<file path="config.mk">
export PLATFORM = sky130hd
export DESIGN_NAME = axi_line_fetch_flat
export DESIGN_NICKNAME = d
export VERILOG_FILES = /design/src/rtl/axi_line_fetch_if.sv /design/src/rtl/axi_line_fetch.sv /design/src/flat_wrapper.sv
export SDC_FILE = /design/constraint.sdc
export NUM_CORES = 1
export LEC_CHECK = 0
export CAP_MARGIN = 20
export CORE_UTILIZATION = 50
export CTS_CLUSTER_SIZE = 40
export DETAILED_ROUTE_END_ITERATION = 8
export GPL_TIMING_DRIVEN = 0
export PLACE_DENSITY = 0.89
export SYNTH_ARGS = -nofsm -noshare
export SYNTH_HDL_FRONTEND = slang
export SYNTH_SLANG_ARGS = --single-unit
</file>
<file path="constraint.sdc">
create_clock -name clk -period 4.2 [get_ports clk]
set_clock_uncertainty 0.1 [all_clocks]
set_input_delay 0.63 -clock clk [delete_from_list [all_inputs] [get_ports clk]]
set_output_delay 0.63 -clock clk [all_outputs]
set_load 0.01 [all_outputs]
</file>
<file path="src/rtl/axi_line_fetch_if.sv">
// AXI read-channel subset (AR + R) used by the line fetcher.
interface axi_read_if #(
  parameter int unsigned ADDR_WIDTH = 32
);
  logic [ADDR_WIDTH-1:0] araddr;
  logic [7:0]            arlen;
  logic                  arvalid;
  logic                  arready;
  logic [31:0]           rdata;
  logic [1:0]            rresp;
  logic                  rvalid;
  logic                  rlast;
  logic                  rready;

  modport master (
    output araddr, arlen, arvalid, rready,
    input  arready, rdata, rresp, rvalid, rlast
  );

  modport slave (
    input  araddr, arlen, arvalid, rready,
    output arready, rdata, rresp, rvalid, rlast
  );
endinterface

</file>
<file path="src/rtl/axi_line_fetch.sv">
// Fetches one aligned cache line as a single AXI INCR burst and returns it whole.
// Optional macro FETCH_CRITICAL_WORD_EN adds a one-cycle early pulse carrying the requested word.
module axi_line_fetch #(
  parameter int unsigned LINE_WORDS = 8,
  parameter int unsigned ADDR_WIDTH = 32
) (
  input  logic                     clk,
  input  logic                     rst_n,
  input  logic                     req_valid,
  output logic                     req_ready,
  input  logic [ADDR_WIDTH-1:0]    req_addr,
  output logic                     resp_valid,
  input  logic                     resp_ready,
  output logic [LINE_WORDS*32-1:0] resp_data,
  output logic                     resp_err,
  output logic                     crit_valid,
  output logic [31:0]              crit_data,
  axi_read_if.master               axi_if
);

  localparam int unsigned OFF_W = $clog2(LINE_WORDS * 4);
  localparam int unsigned IDX_W = $clog2(LINE_WORDS);
  localparam int unsigned CNT_W = IDX_W + 1;

  typedef enum logic [1:0] {IDLE, AR, R, RESP} state_t;

  state_t                state_q, state_d;
  logic [ADDR_WIDTH-1:0] araddr_q;
  logic [31:0]           words_q [LINE_WORDS];
  logic [CNT_W-1:0]      beat_cnt_q;
  logic                  err_q;
  logic                  arvalid;
  logic                  rready;
  logic [7:0]            arlen;
  logic                  accept;
  logic                  beat;
  logic                  in_range;

  assign accept   = req_valid && (state_q == IDLE);
  assign beat     = (state_q == R) && axi_if.rvalid;
  assign in_range = beat_cnt_q < CNT_W'(LINE_WORDS);

  assign axi_if.araddr  = araddr_q;
  assign axi_if.arlen   = arlen;
  assign axi_if.arvalid = arvalid;
  assign axi_if.rready  = rready;

  // State register
  always_ff @(posedge clk or negedge rst_n) begin
    if (!rst_n) state_q <= IDLE;
    else        state_q <= state_d;
  end

  // Next-state and handshake decode
  always_comb begin
    state_d    = state_q;
    req_ready  = 1'b0;
    arvalid    = 1'b0;
    rready     = 1'b0;
    resp_valid = 1'b0;
    resp_err   = 1'b0;
    arlen      = 8'd0;
    case (state_q)
      IDLE: begin
        req_ready = 1'b1;
        if (req_valid) state_d = AR;
      end
      AR: begin
        arvalid = 1'b1;
        arlen   = 8'(LINE_WORDS - 1);
        if (axi_if.arready) state_d = R;
      end
      R: begin
        rready = 1'b1;
        arlen  = 8'(LINE_WORDS - 1);
        if (axi_if.rvalid && axi_if.rlast) state_d = RESP;
      end
      RESP: begin
        resp_valid = 1'b1;
        resp_err   = err_q;
        if (resp_ready) state_d = IDLE;
      end
      default: state_d = IDLE;
    endcase
  end

  // Request latch, beat capture and sticky error tracking
  always_ff @(posedge clk or negedge rst_n) begin
    if (!rst_n) begin
      araddr_q   <= '0;
      beat_cnt_q <= '0;
      err_q      <= 1'b0;
      for (int k = 0; k < int'(LINE_WORDS); k++) words_q[k] <= '0;
    end else if (accept) begin
      araddr_q   <= {req_addr[ADDR_WIDTH-1:OFF_W], OFF_W'(0)};
      beat_cnt_q <= '0;
      err_q      <= 1'b0;
      for (int k = 0; k < int'(LINE_WORDS); k++) words_q[k] <= '0;
    end else if (beat) begin
      if (in_range) begin
        words_q[beat_cnt_q[IDX_W-1:0]] <= axi_if.rdata;
        beat_cnt_q <= beat_cnt_q + CNT_W'(1);
        if (axi_if.rresp != 2'b00) err_q <= 1'b1;
        if (axi_if.rlast && (beat_cnt_q != CNT_W'(LINE_WORDS - 1))) err_q <= 1'b1;
      end else begin
        err_q <= 1'b1;
      end
    end
  end

  // Pack the line buffer onto the response bus
  always_comb begin
    resp_data = '0;
    for (int k = 0; k < int'(LINE_WORDS); k++) resp_data[k*32 +: 32] = words_q[k];
  end

`ifdef FETCH_CRITICAL_WORD_EN
  logic [IDX_W-1:0] crit_idx_q;
  logic             crit_valid_q;
  logic [31:0]      crit_data_q;

  // Pulse once when the beat at the requested word index lands
  always_ff @(posedge clk or negedge rst_n) begin
    if (!rst_n) begin
      crit_idx_q   <= '0;
      crit_valid_q <= 1'b0;
      crit_data_q  <= '0;
    end else begin
      crit_valid_q <= 1'b0;
      if (accept) crit_idx_q <= req_addr[2 +: IDX_W];
      if (beat && in_range && (beat_cnt_q[IDX_W-1:0] == crit_idx_q)) begin
        crit_valid_q <= 1'b1;
        crit_data_q  <= axi_if.rdata;
      end
    end
  end

  assign crit_valid = crit_valid_q;
  assign crit_data  = crit_data_q;
`else
  assign crit_valid = 1'b0;
  assign crit_data  = 32'd0;
`endif

endmodule

</file>
<file path="src/flat_wrapper.sv">
// flat-port wrapper written by rule: the top's interface ports become plain ports
module axi_line_fetch_flat 
#(
  parameter int unsigned LINE_WORDS = 8,
  parameter int unsigned ADDR_WIDTH = 32
)
  (clk, rst_n, req_valid, req_ready, req_addr, resp_valid, resp_ready, resp_data, resp_err, crit_valid, crit_data, axi_if_araddr, axi_if_arlen, axi_if_arvalid, axi_if_rready, axi_if_arready, axi_if_rdata, axi_if_rresp, axi_if_rvalid, axi_if_rlast);
  axi_read_if #(.ADDR_WIDTH(ADDR_WIDTH)) axi_if_i ();
  input  logic clk;
  input  logic rst_n;
  input  logic req_valid;
  output logic req_ready;
  input  logic [ADDR_WIDTH-1:0] req_addr;
  output logic resp_valid;
  input  logic resp_ready;
  output logic [LINE_WORDS*32-1:0] resp_data;
  output logic resp_err;
  output logic crit_valid;
  output logic [31:0] crit_data;
  output wire logic [$bits(axi_if_i.araddr)-1:0] axi_if_araddr;
  output wire logic [$bits(axi_if_i.arlen)-1:0] axi_if_arlen;
  output wire logic [$bits(axi_if_i.arvalid)-1:0] axi_if_arvalid;
  output wire logic [$bits(axi_if_i.rready)-1:0] axi_if_rready;
  input wire logic [$bits(axi_if_i.arready)-1:0] axi_if_arready;
  input wire logic [$bits(axi_if_i.rdata)-1:0] axi_if_rdata;
  input wire logic [$bits(axi_if_i.rresp)-1:0] axi_if_rresp;
  input wire logic [$bits(axi_if_i.rvalid)-1:0] axi_if_rvalid;
  input wire logic [$bits(axi_if_i.rlast)-1:0] axi_if_rlast;
  assign axi_if_araddr = axi_if_i.araddr;
  assign axi_if_arlen = axi_if_i.arlen;
  assign axi_if_arvalid = axi_if_i.arvalid;
  assign axi_if_rready = axi_if_i.rready;
  assign axi_if_i.arready = axi_if_arready;
  assign axi_if_i.rdata = axi_if_rdata;
  assign axi_if_i.rresp = axi_if_rresp;
  assign axi_if_i.rvalid = axi_if_rvalid;
  assign axi_if_i.rlast = axi_if_rlast;
  axi_line_fetch #(.LINE_WORDS(LINE_WORDS), .ADDR_WIDTH(ADDR_WIDTH)) u_core (.clk(clk), .rst_n(rst_n), .req_valid(req_valid), .req_ready(req_ready), .req_addr(req_addr), .resp_valid(resp_valid), .resp_ready(resp_ready), .resp_data(resp_data), .resp_err(resp_err), .crit_valid(crit_valid), .crit_data(crit_data), .axi_if(axi_if_i));
endmodule
</file>
==> reports/results.ini <==
[setup_path]
r2r_cells=7
cp.required_ns=3.47
crit_arrival_ns=2.04
cp-start-kind=flip-flop
rrSetupSlack_ns=1.47
critPathMaxFanout=7
regToRegEndpoint=u_core.resp_data[66]
reg2reg_from=u_core.state_q[0]
cp-end-kind=primary output
criticalPathCategory=reg -> out

[cts]
numCtsBuffers=30
clock_latency_ns=0.55
max-clock-path-buffers=3
ctsHtreeMaxLevel=1
clock_sinks=290
clk_pin_slew_ns=0.06
cts_tree=built
root_buffer=clkbuf_16

[cells_and_area]
n_antenna_cell=0
area_growth_pct=42.61
regArea_um2=7257
fin_cells=1906
nets=1640
fill_cells=1663
layout-drive-gt1-share_pct=8.786
multi_input_area_um2=4536

[placed_design]
dp.cells=1852
gp_congestion=0.8852
pre_cts_slack_ns=1.138
hpwl_um=28470
portBuffers=358

[detailed_routing]
wire_per_inst_um=21.23
vias_per_cell=5.398
vias=10290
initialDrtViolationCount=722
dr.pass1.iters=5
routed_wl_um=40470
drc=0
antenna_left=0

[sta]
maxSlewViolCount=0
setup_viol=0
whs_ns=0.3791
worst_slew_pin_slew_ns=0.8038
min_period_ns=2.772
finalHoldViolations=0
maxSlewHeadroom_pct=46.41
final.period_utilization_pct=66.01
rsz0062_at_grt=false
setup_slack_ns=1.428
max_freq_mhz=360.7

[grt]
grt_usage_pct=31.64
grt-ovfl-total=0
grt_max_degree=121
grt_pass1_vias=10770
grt_pass1_wl_um=61810
antenna_found_initial=0

[die]
die_y_um=159.4
initial_core_util_pct=50.96
core_um2=24320
pin_count=407
die_area_um2=25420
fp.dieW_um=159.4
num_rows=57

[synth]
ys_warn_count=0
syn_inst=1126
ys_types=40
synth.cell_area_um2=12390
yosysSeqAreaShare_pct=58.55
syn_avg_cell_area_um2=11.01
ys_ff_latch=290

[power_and_ir_drop]
power.density_nw_per_um2=614.5
ir_worst_vdd_v=0.0004243
total_leakage_power_uw=0.009169

[run]
maxCapViolCount=0

[outcome]
status=finished clean

[min_path]
hold_depth=2
hold_end=u_core.axi_if.araddr[20]
holdCritPathClass=reg -> reg
min-delay-start=u_core.axi_if.araddr[20]

==> per-layer routing <==
metal  global-route usage (%)  up-vias  routed length [um]
met4                    16.48        0                2190
met2                    53.63      579               19930
met1                    37.75     5070               15010
li1                         -     4511                   -
met5                        0        -                   0
met3                    7.241      128                3330
==> report_power, final <==
group | switching [uW] | internal (uW)
logic | 2130 | 1930
registers | 419 | 3490
clock network | 1140 | 1750
total | 3690 | 7170
==> cell usage in the layout (no fill, tap or decap), drive strengths merged, types with 2 or more instances in the layout <==
cell,instances
conb,43
nor2b,3
mux2i,224
o21ai,34
ha,6
clkbuf,77
o211ai,2
clkdlybuf4s50,357
nand3,34
dfrtp,290
nand3b,2
nor3,2
clkinv,7
a21oi,36
bufinv,6
nor2,4
nand2,342
buf,89
and2,2
inv,6
==> sequential cells by signal, summed over array words and instances (netlist names) <==
register and count:
u_core.resp_data 256, u_core.state_q 2, u_core.beat_cnt_q 4, u_core.axi_if.araddr 27, u_core.err_q 1
==> synth_stat cells, drive strengths merged <==
cell type	n	share of area [%]
nand2	342	10
ha	6	0.61
o2111ai	1	0.12
and2	2	0.10
dfrtp	290	59
a2111oi	1	0.071
a21o	1	0.061
a211o	1	0.071
o21ai	34	1.5
nor2b	3	0.15
nand3b	2	0.22
a211oi	1	0.061
a2111o	1	0.091
nor3b	1	0.061
a2bb2oi	1	0.071
and3	1	0.051
nor3	2	0.081
and3b	1	0.071
or3	1	0.051
conb	1	0.030
mux2i	224	18
clkbuf	39	1.2
buf	86	4.8
a21boi	1	0.061
nand3	34	1.4
xnor2	1	0.071
a21oi	36	1.5
mux2	1	0.091
a31oi	1	0.051
inv	4	0.12
o211ai	2	0.16
nor2	4	0.12
==> per-stage QoR <==
| step | TNS, ns | cell area [um2] | power (uW) | utilization, % |
|---|---|---|---|---|
| floorplan | 0 | 12550 | 5719 | - |
| global placement | -2798.55 | 16540 | 7803 | 68.01 |
| detailed placement | 0 | 16600 | 7952 | 68.26 |
| CTS | 0 | 17680 | 10880 | 72.68 |
| global route | 0 | 17680 | 11320 | 72.68 |
| finish | 0 | 17680 | 10860 | 72.68 |
==> critical path: stages (launching register included) <==
cell             delay, ns
dfrtp_1               0.42
inv_1                 0.12
ha_1                  0.34
clkdlybuf4s50_1       0.61
==> layout make-up <==
type	instances	share of cell area (%)
Multi-Input combinational cell	749	25.66
Sequential cell	290	41.06
Timing Repair Buffer	361	20.67
Clock buffer	38	4.651
Clock inverter	15	1.373
Tap cell	324	2.293
Inverter	4	0.08494
Buffer	125	4.212
==> logic make-up after synthesis <==
family          count (synthesis)  synth area share [%]
fa+ha+maj                       6                0.6057
other cells                     1               0.03026
flops                         290                 58.55
simple gates                  393                 12.64
xor+xnor                        1               0.07068
mux                           225                 18.18
compound gates                 81                 3.796
buf+inv                       129                 6.128
==> what timing repair did <==
action,4_1_cts,5_1_grt
gates resized for setup,0,0
hold endpoints to repair,59,0
hold buffers,1,0
buffers inserted,0,0
==> how the worst max path moves through the flow <==
stage                 startpoint                     to  depth (start not counted)
2_1_floorplan  u_core.state_q[0]  u_core.resp_data[131]                          7
3_3_place_gp               rst_n   u_core.resp_data[45]                          1
3_5_place_dp           req_valid   u_core.resp_data[66]                          6
4_1_cts        u_core.state_q[0]        axi_if_arlen[2]                          4
5_1_grt        u_core.state_q[0]        axi_if_arlen[2]                          4
6_report       u_core.state_q[0]          axi_if_rready                          3
Note: power is estimated with default switching activity, not from simulation.
